## src/rtl/const_narrow_if.sv

```systemverilog
// Handshake bundle for const_narrow: command input stream and narrowed-result output stream.
interface const_narrow_if;
  logic        in_valid;
  logic        in_ready;
  logic [15:0] palavraEntrada;
  logic [1:0]  controle;
  logic        out_valid;
  logic        out_ready;
  logic [10:0] palavraSaida;
  logic        out_last;
  logic        overflow;
  logic        erro;

  modport master (
    output in_valid, palavraEntrada, controle, out_ready,
    input  in_ready, out_valid, palavraSaida, out_last, overflow, erro
  );

  modport slave (
    input  in_valid, palavraEntrada, controle, out_ready,
    output in_ready, out_valid, palavraSaida, out_last, overflow, erro
  );
endinterface

```

## src/rtl/const_narrow.sv

```systemverilog
// Narrows a 16-bit signed word to an 11-bit field: signed narrow, hi/lo split,
// or high byte, emitting one or two output beats per accepted command.
module const_narrow (
  input  logic           clock,
  input  logic           reset_n,
  const_narrow_if.slave  bus
);

  typedef enum logic [1:0] {IDLE, ONE, HI, LO} state_t;

  state_t      state, state_next;
  logic [15:0] word_q;
  logic [1:0]  mode_q;
  logic        accept;
  logic        ovf_signed;

  // Beats are decoded from the captured word, so they stay stable while stalled.
  always_ff @(posedge clock) begin
    if (!reset_n) begin
      state  <= IDLE;
      word_q <= '0;
      mode_q <= '0;
    end else begin
      state <= state_next;
      if (accept) begin
        word_q <= bus.palavraEntrada;
        mode_q <= bus.controle;
      end
    end
  end

  always_comb begin
    bus.in_ready = 1'b0;
    if (reset_n) begin
      unique case (state)
        IDLE:    bus.in_ready = 1'b1;
        ONE, LO: bus.in_ready = bus.out_ready;
        default: bus.in_ready = 1'b0;
      endcase
    end
  end

  assign accept = bus.in_valid && bus.in_ready;

  always_comb begin
    state_next = state;
    unique case (state)
      IDLE: begin
        if (accept) state_next = (bus.controle == 2'b01) ? HI : ONE;
      end
      HI: begin
        if (bus.out_ready) state_next = LO;
      end
      ONE, LO: begin
        if (bus.out_ready) begin
          if (accept) state_next = (bus.controle == 2'b01) ? HI : ONE;
          else        state_next = IDLE;
        end
      end
      default: state_next = IDLE;
    endcase
  end

  // Value fits in 11 signed bits only when bits [15:10] are all equal.
  assign ovf_signed = ~((&word_q[15:10]) | ~(|word_q[15:10]));

  always_comb begin
    bus.out_valid    = 1'b0;
    bus.palavraSaida = '0;
    bus.out_last     = 1'b0;
    bus.overflow     = 1'b0;
    bus.erro         = 1'b0;
    unique case (state)
      ONE: begin
        bus.out_valid = 1'b1;
        bus.out_last  = 1'b1;
        unique case (mode_q)
          2'b00: begin
            bus.palavraSaida = word_q[10:0];
            bus.overflow     = ovf_signed;
          end
          2'b10: begin
            bus.palavraSaida = {3'b000, word_q[15:8]};
            bus.overflow     = |word_q[7:0];
          end
          2'b11: bus.erro = 1'b1;
          default: bus.palavraSaida = '0;
        endcase
      end
      HI: begin
        bus.out_valid    = 1'b1;
        bus.palavraSaida = {3'b000, word_q[15:8]};
      end
      LO: begin
        bus.out_valid    = 1'b1;
        bus.out_last     = 1'b1;
        bus.palavraSaida = {3'b000, word_q[7:0]};
      end
      default: bus.out_valid = 1'b0;
    endcase
  end

endmodule

```

## src/flat_wrapper.sv

```systemverilog
// flat-port wrapper written by rule: the top's interface ports become plain ports
module const_narrow_flat 
  (clock, reset_n, bus_in_valid, bus_palavraEntrada, bus_controle, bus_out_ready, bus_in_ready, bus_out_valid, bus_palavraSaida, bus_out_last, bus_overflow, bus_erro);
  const_narrow_if bus_i ();
  input  logic clock;
  input  logic reset_n;
  input wire logic [$bits(bus_i.in_valid)-1:0] bus_in_valid;
  input wire logic [$bits(bus_i.palavraEntrada)-1:0] bus_palavraEntrada;
  input wire logic [$bits(bus_i.controle)-1:0] bus_controle;
  input wire logic [$bits(bus_i.out_ready)-1:0] bus_out_ready;
  output wire logic [$bits(bus_i.in_ready)-1:0] bus_in_ready;
  output wire logic [$bits(bus_i.out_valid)-1:0] bus_out_valid;
  output wire logic [$bits(bus_i.palavraSaida)-1:0] bus_palavraSaida;
  output wire logic [$bits(bus_i.out_last)-1:0] bus_out_last;
  output wire logic [$bits(bus_i.overflow)-1:0] bus_overflow;
  output wire logic [$bits(bus_i.erro)-1:0] bus_erro;
  assign bus_i.in_valid = bus_in_valid;
  assign bus_i.palavraEntrada = bus_palavraEntrada;
  assign bus_i.controle = bus_controle;
  assign bus_i.out_ready = bus_out_ready;
  assign bus_in_ready = bus_i.in_ready;
  assign bus_out_valid = bus_i.out_valid;
  assign bus_palavraSaida = bus_i.palavraSaida;
  assign bus_out_last = bus_i.out_last;
  assign bus_overflow = bus_i.overflow;
  assign bus_erro = bus_i.erro;
  const_narrow u_core (.clock(clock), .reset_n(reset_n), .bus(bus_i));
endmodule
```

## config.mk

```make
export PLATFORM = sky130hd
export DESIGN_NAME = const_narrow_flat
export DESIGN_NICKNAME = d
export VERILOG_FILES = /design/src/rtl/const_narrow_if.sv /design/src/rtl/const_narrow.sv /design/src/flat_wrapper.sv
export SDC_FILE = /design/constraint.sdc
export NUM_CORES = 1
export LEC_CHECK = 0
export CAP_MARGIN = 25
export CORE_ASPECT_RATIO = 1.1
export CORE_MARGIN = 1
export CORE_UTILIZATION = 40
export CTS_CLUSTER_DIAMETER = 100
export CTS_CLUSTER_SIZE = 30
export DETAILED_ROUTE_END_ITERATION = 10
export PLACE_DENSITY = 0.75
export RECOVER_POWER = 100
export SLEW_MARGIN = 20
export SYNTH_ARGS = -nofsm -noshare
export SYNTH_HDL_FRONTEND = slang
export SYNTH_SLANG_ARGS = --single-unit
```

## constraint.sdc

```tcl
create_clock -name clock -period 2.9 [get_ports clock]
set_clock_uncertainty 0.05 [all_clocks]
set_input_delay 0.58 -clock clock [delete_from_list [all_inputs] [get_ports clock]]
set_output_delay 0.58 -clock clock [all_outputs]
set_load 0.03 [all_outputs]
```

==> results of run 1 <==
==> logic make-up (layout without fill, tap and decap cells) <==
family                 count (synthesis)  in the layout  share of synthesized area (%)
and+or+nand+nor                       43             43                          18.26
DFF                                   20             20                          33.58
buffers and inverters                 28             63                          12.80
AOI/OAI and AO/OA                     25             25                          15.22
muxes                                 24             24                          20.15
==> cell type report <==
type                       instances  area, sq um  share of cell area [%]
timing repair buffer              39        372.9                   23.71
tap                               33        41.29                   2.625
inverter                          20        75.07                   4.773
sequential                        20        400.4                   25.46
multi-input combinational         92        646.9                   41.13
clock buffer                       4        36.28                   2.307
==> per-stage QoR <==
stage | hold WS, ns | setup WS (ns) | util [%] | instances
global route | 0.4665 | 0.03848 | 56.12 | 208
floorplan | 0.4012 | 0.8294 | - | 140
detailed placement | 0.4381 | 0.3947 | 54.91 | 204
global placement | 0.4231 | 0.4513 | 54.91 | 204
finish | 0.4503 | 0.1525 | 56.12 | 208
CTS | 0.4536 | 0.02365 | 56.21 | 208
==> worst min-delay path by stage <==
stage	startpoint	end	slack, ns	cells after the start
floorplan	u_core.word_q[3]$_SDFFE_PN0P_	u_core.word_q[3]$_SDFFE_PN0P_	0.40	2
global placement	u_core.word_q[2]$_SDFFE_PN0P_	u_core.word_q[2]$_SDFFE_PN0P_	0.42	2
detailed placement	u_core.word_q[3]$_SDFFE_PN0P_	u_core.word_q[3]$_SDFFE_PN0P_	0.44	2
CTS	u_core.word_q[3]$_SDFFE_PN0P_	u_core.word_q[3]$_SDFFE_PN0P_	0.45	2
global route	u_core.word_q[3]$_SDFFE_PN0P_	u_core.word_q[3]$_SDFFE_PN0P_	0.47	2
finish	u_core.word_q[3]$_SDFFE_PN0P_	u_core.word_q[3]$_SDFFE_PN0P_	0.45	2
==> critical path: stages, from the launching register on <==
cell           delay (ns)
dfxtp_1              0.35
nand2b_1             0.27
nor3_2               0.27
and2_1               0.18
dlygate4sd3_1        0.74
==> sequential cells by signal, indices dropped and copies added (netlist names), named ones only <==
| register | count |
|---|---|
| u_core.word_q | 16 |
| u_core.state | 1 |
| u_core.mode_q | 2 |
==> where the power goes <==
part           total (W)  internal [W]  switching, W
clock           0.000160     0.0000766     0.0000832
combinational   0.000193     0.0000954     0.0000978
sequential      0.000328      0.000299     0.0000287
==> cell usage in the layout, fill, tap and decap left out, types with 2 or more instances in the layout <==
master           count
clkdlybuf4s50_1     26
mux2i_1             24
nand2_1             21
inv_1               20
dfxtp_1             20
dlygate4sd3_1        9
a22oi_1              6
o22ai_1              6
a22o_1               4
nor2_1               3
nand2b_1             3
and2_1               3
nor4_1               3
clkbuf_4             3
nor3b_1              2
a21oi_1              2
clkbuf_1             2
buf_4                2
==> what timing repair did <==
item | CTS | global route
gates resized for setup | 0 | 3
hold endpoints to repair | 0 | 0
endpoints found under the setup margin | 0 | 10
==> per-layer routing <==
metal	up-vias	global-route usage [%]
met1	514	20.79
met5	-	0
met3	4	3.077
met4	0	6.593
met2	32	34.39
li1	550	-
==> flow_summary.json, run 1 <==
{
  "status": "finished clean",
  "pin_count_of_the_biggest_net_entering_global_routing": 20,
  "critical_path.reg2reg.startpoint": "u_core.state[0]$_SDFFE_PN0P_",
  "timing.critical_path.required_ns": 2.27,
  "detailed_place.area_sq_um": 1539,
  "wl_per_cell_um": 12.87,
  "floorplan.die.width_um": 54.06,
  "most_numerous_cell_in_the_yosys_netlist": "mux2i_1",
  "netlist_area_sq_um": 1192,
  "tritoncts": "yes",
  "synth_area_per_cell_sq_um": 8.517,
  "detailroute.via_count": 1100,
  "topRoutingLayerUsed": "met4",
  "num_io_pins": 38,
  "synth_enable_flop_cells": 0,
  "route.met2.wl_um": 1320,
  "clockRootBuffer": "clkbuf_4",
  "fmax_ghz": 0.3640,
  "fin_area_sq_um": 1573,
  "total_leakage_power_nw": 0.7524,
  "netlist_top_cells_area": "dfxtp_1 34%, mux2i_1 20%, nand2_1 6.6%",
  "setup-tns-final_ns": 0,
  "htree_levels": 1,
  "grt_antenna_before_repair": 0,
  "place.gp.congestion": 0.8236,
  "yosysSeqAreaShare_pct": 33.58,
  "hold_viol_final": 0,
  "nNetsFinal": 198,
  "path_depth_of_the_worst_reg2reg_path": 4,
  "area_growth_pct": 31.90,
  "clockBufferDepth": 2,
  "clk-insertion-delay-late_ns": 0.30,
  "synth_top_flop_cell": "dfxtp_1",
  "cts_post_setup_buffers_inserted": 0,
  "min_period_over_period_pct": 94.74,
  "routedLengthMet1_um": 1191,
  "r2r_end": "u_core.word_q[1]$_SDFFE_PN0P_",
  "hpwlAfterDp_um": 1989,
  "power_density_nw_per_um2": 432.9,
  "synth_cell_types": 34,
  "setup_viol_count_final": 0,
  "synthTopCellsByCount": "24 x mux2i_1, 21 x nand2_1, 20 x dfxtp_1, 20 x inv_1",
  "timing.final.max_slew_violations": 0,
  "clock_sink_count": 20,
  "detailedRoute.firstIterationViolations": 20,
  "cts-hold-fix-buffers": 0,
  "die_area_sq_um": 3204,
  "grt_overflow": 0,
  "timing.critical_path.arrival_ns": 2.12,
  "critical_path.startpoint_type": "register",
  "buffer_ports.inserted": 37,
  "synthesis.nets": 162,
  "drive_gt1_share_pct": 5.714,
  "synth_top_area_share_pct": 33.58,
  "cts-buffers-inserted": 3,
  "antenna_cells_inserted": 0,
  "standard_cell_core_area_sq_um": 2803,
  "timing.critical_path.from": "u_core.mode_q[0]$_SDFFE_PN0P_",
  "routed-wl-met3_um": 139,
  "max_cap_viol_count": 0,
  "detail_route.drc_violations": 0,
  "drtPass1Iterations": 4,
  "placementRows": 20,
  "rsz0062_at_grt": "no",
  "avgViaCountPerCell": 5.288,
  "tightest_slew_ns": 0.9547,
  "yosys_register_bits": 20,
  "slew_headroom_pct": 36.35,
  "worst-setup-path-type": "reg2out",
  "power.total_w": 0.0006809,
  "worst-r2r-setup-slack_ns": 1.04,
  "wirelength_um": 2676,
  "cp-end-kind": "output pin",
  "via_count_of_the_first_global_routing_pass": 1041,
  "worstSetupEndpoint": "bus_palavraSaida[10]",
  "irDropWorstVdd_mv": 0.2913,
  "initial_utilization_pct": 42.54,
  "grt_first_pass_wirelength_um": 4353,
  "grt_util_all_layers_pct": 18.60,
  "die_height_um": 59.27,
  "min_clock_period_post_route_ns": 2.748,
  "yosys_warnings": 0,
  "holdCritPathClass": "reg2reg",
  "async_reset_ff_share_pct": 0,
  "num-fill-cells": 260,
  "clkSlewWorstSetupHoldPaths_ns": 0.11,
  "synth_largest_area_cell": "dfxtp_1",
  "antenna_left": 0,
  "crit_fanout": 8,
  "synthCells": 140
}
(Power assumes the default switching activity.)
==> inputs of run 2 (changes only) <==
Settings changed: CTS_CLUSTER_SIZE 30 to 16.
==> results of run 2 <==
No change in the layout: final DEF, timing and power equal those of run 1.
==> inputs of run 3 (changes only) <==
Clock period 2.9 ns to 3.1 ns, I/O delays scaled along.
==> flow_summary.json, run 3 (same netlist as run 1, synthesis figures left out) <==
{
  "status": "finished clean",
  "worst-setup-path-type": "reg2out",
  "num_io_pins": 38,
  "largest_register_ff_count": 16,
  "final_cell_mix": "24 x mux2i_1, 24 x clkdlybuf4s50_1, 21 x nand2_1",
  "timing.critical_path.required_ns": 2.43,
  "wl_per_cell_um": 13.45,
  "detailroute.via_count": 1128,
  "top_reg_by_flops": "u_core.word_q",
  "hpwlAfterDp_um": 2054,
  "antenna_cells_inserted": 0,
  "worstPathCellList": "nand2b_1 > nor3_1 > a31o_1 > clkdlybuf4s50_1",
  "critical_path.max_stage_delay_ns": 0.66,
  "timing.critical_path.arrival_ns": 2.22,
  "fmax_ghz": 0.3459,
  "detailedRoute.firstIterationViolations": 29,
  "grt_first_pass_wirelength_um": 4609,
  "holdCritPathClass": "reg2reg",
  "rsz0062_at_grt": "no",
  "critical_path.startpoint_type": "register",
  "post_cts_resize_count": 0,
  "detail_route.drc_violations": 0,
  "power_density_nw_per_um2": 409.7,
  "max_cap_viol_count": 0,
  "holdWs_ns": 0.4465,
  "drtPass1Iterations": 4,
  "grt_overflow": 0,
  "min_clock_period_post_route_ns": 2.891,
  "grt_antenna_before_repair": 0,
  "tightest_slew_ns": 0.9141,
  "cp-end-kind": "output pin",
  "avgViaCountPerCell": 5.423,
  "grt_util_all_layers_pct": 19.92,
  "clockBufferDepth": 2,
  "via_count_of_the_first_global_routing_pass": 1101,
  "clockRootBuffer": "clkbuf_4",
  "timing.final.max_slew_violations": 0,
  "cts_post_setup_buffers_inserted": 0,
  "place.gp.congestion": 0.8438,
  "buffer_ports.inserted": 37,
  "standard_cell_core_area_sq_um": 2803,
  "largest_registers": "u_core.word_q x16, u_core.mode_q x2, u_core.state x1",
  "cts-buffers-inserted": 3,
  "pin_count_of_the_biggest_net_entering_global_routing": 22,
  "tritoncts": "yes",
  "wirelength_um": 2797,
  "placementRows": 20,
  "cts-hold-fix-buffers": 0,
  "critical-path-slowest-cell": "clkdlybuf4s50_1",
  "htree_levels": 1,
  "postLayoutCoreUtil_pct": 56.03,
  "crit_fanout": 8,
  "clock_sink_count": 20,
  "drive_gt1_share_pct": 4.571,
  "die_area_sq_um": 3204,
  "area_growth_pct": 31.69,
  "antenna_left": 0,
  "slew_headroom_pct": 39.06,
  "setup_viol_count_final": 0,
  "total_leakage_power_nw": 0.7561,
  "clk-insertion-delay-late_ns": 0.31,
  "clkSlewWorstSetupHoldPaths_ns": 0.11,
  "initial_utilization_pct": 42.54,
  "nNetsFinal": 198,
  "die_height_um": 59.27,
  "min_period_over_period_pct": 93.25,
  "hold_viol_final": 0,
  "irDropWorstVdd_mv": 0.2572,
  "setup-tns-final_ns": 0,
  "floorplan.die.width_um": 54.06
}
==> run 3: cell types whose count changed in the layout (fill, tap and decap cells not counted) <==
| cell | before | now |
|---|---|---|
| and2_0 | 0 | 1 |
| buf_4 | 2 | 1 |
| and2_1 | 3 | 2 |
| clkdlybuf4s50_1 | 26 | 24 |
| nor3_1 | 0 | 1 |
| nor3_2 | 1 | 0 |
| dlygate4sd3_1 | 9 | 12 |
==> run 3: area by class of cell <==
type	count	area, sq um
fill	274	1232
timing repair buffer	39	375.4
clock buffer	4	36.28
tap	33	41.29
multi-input combinational	92	641.9
sequential	20	400.4
inverter	20	75.07
==> run 3: worst paths after layout <==
path | startpoint | to | slack, ns | cells after the start
worst min-delay path | u_core.word_q[8]$_SDFFE_PN0P_ | u_core.word_q[8]$_SDFFE_PN0P_ | 0.45 | 2
worst min register to register | u_core.word_q[8]$_SDFFE_PN0P_ | u_core.word_q[8]$_SDFFE_PN0P_ | 0.45 | 2
worst max register to register | u_core.state[0]$_SDFFE_PN0P_ | u_core.word_q[1]$_SDFFE_PN0P_ | 1.24 | 4
worst max-delay path | u_core.mode_q[0]$_SDFFE_PN0P_ | bus_overflow | 0.21 | 4
==> run 3: stage by stage <==
step	instances	total power [W]	area [sq um]	worst slack, ns
2_1_floorplan	140	0.0004312	1192	0.9494
3_3_place_gp	204	0.0004928	1539	0.6122
3_5_place_dp	204	0.0004991	1539	0.5176
4_1_cts	208	0.0006532	1575	0.1614
5_1_grt	208	0.0006799	1570	0.06541
6_report	208	0.0006433	1570	0.2094
==> run 3: worst max-delay path, delay by kind of cell, from the launching register on <==
family          cells  cell delay (ns)
compound gates      1             0.21
flops               1             0.36
buf+inv             1             0.66
simple gates        2             0.68
==> run 3: routing by layer <==
layer | part of all wire (%) | wire [um] | global-route usage [%]
met3 | 5.3 | 147 | 3.077
met1 | 43 | 1194 | 22.56
met2 | 50 | 1392 | 35.63
met4 | 2.2 | 62 | 9.158
met5 | 0 | 0 | 0
==> run 3: where the power goes <==
part	internal (W)	switching, W
Combinational	0.0000890	0.0000914
Clock	0.0000718	0.0000835
Sequential	0.000280	0.0000276
Total	0.000441	0.000203
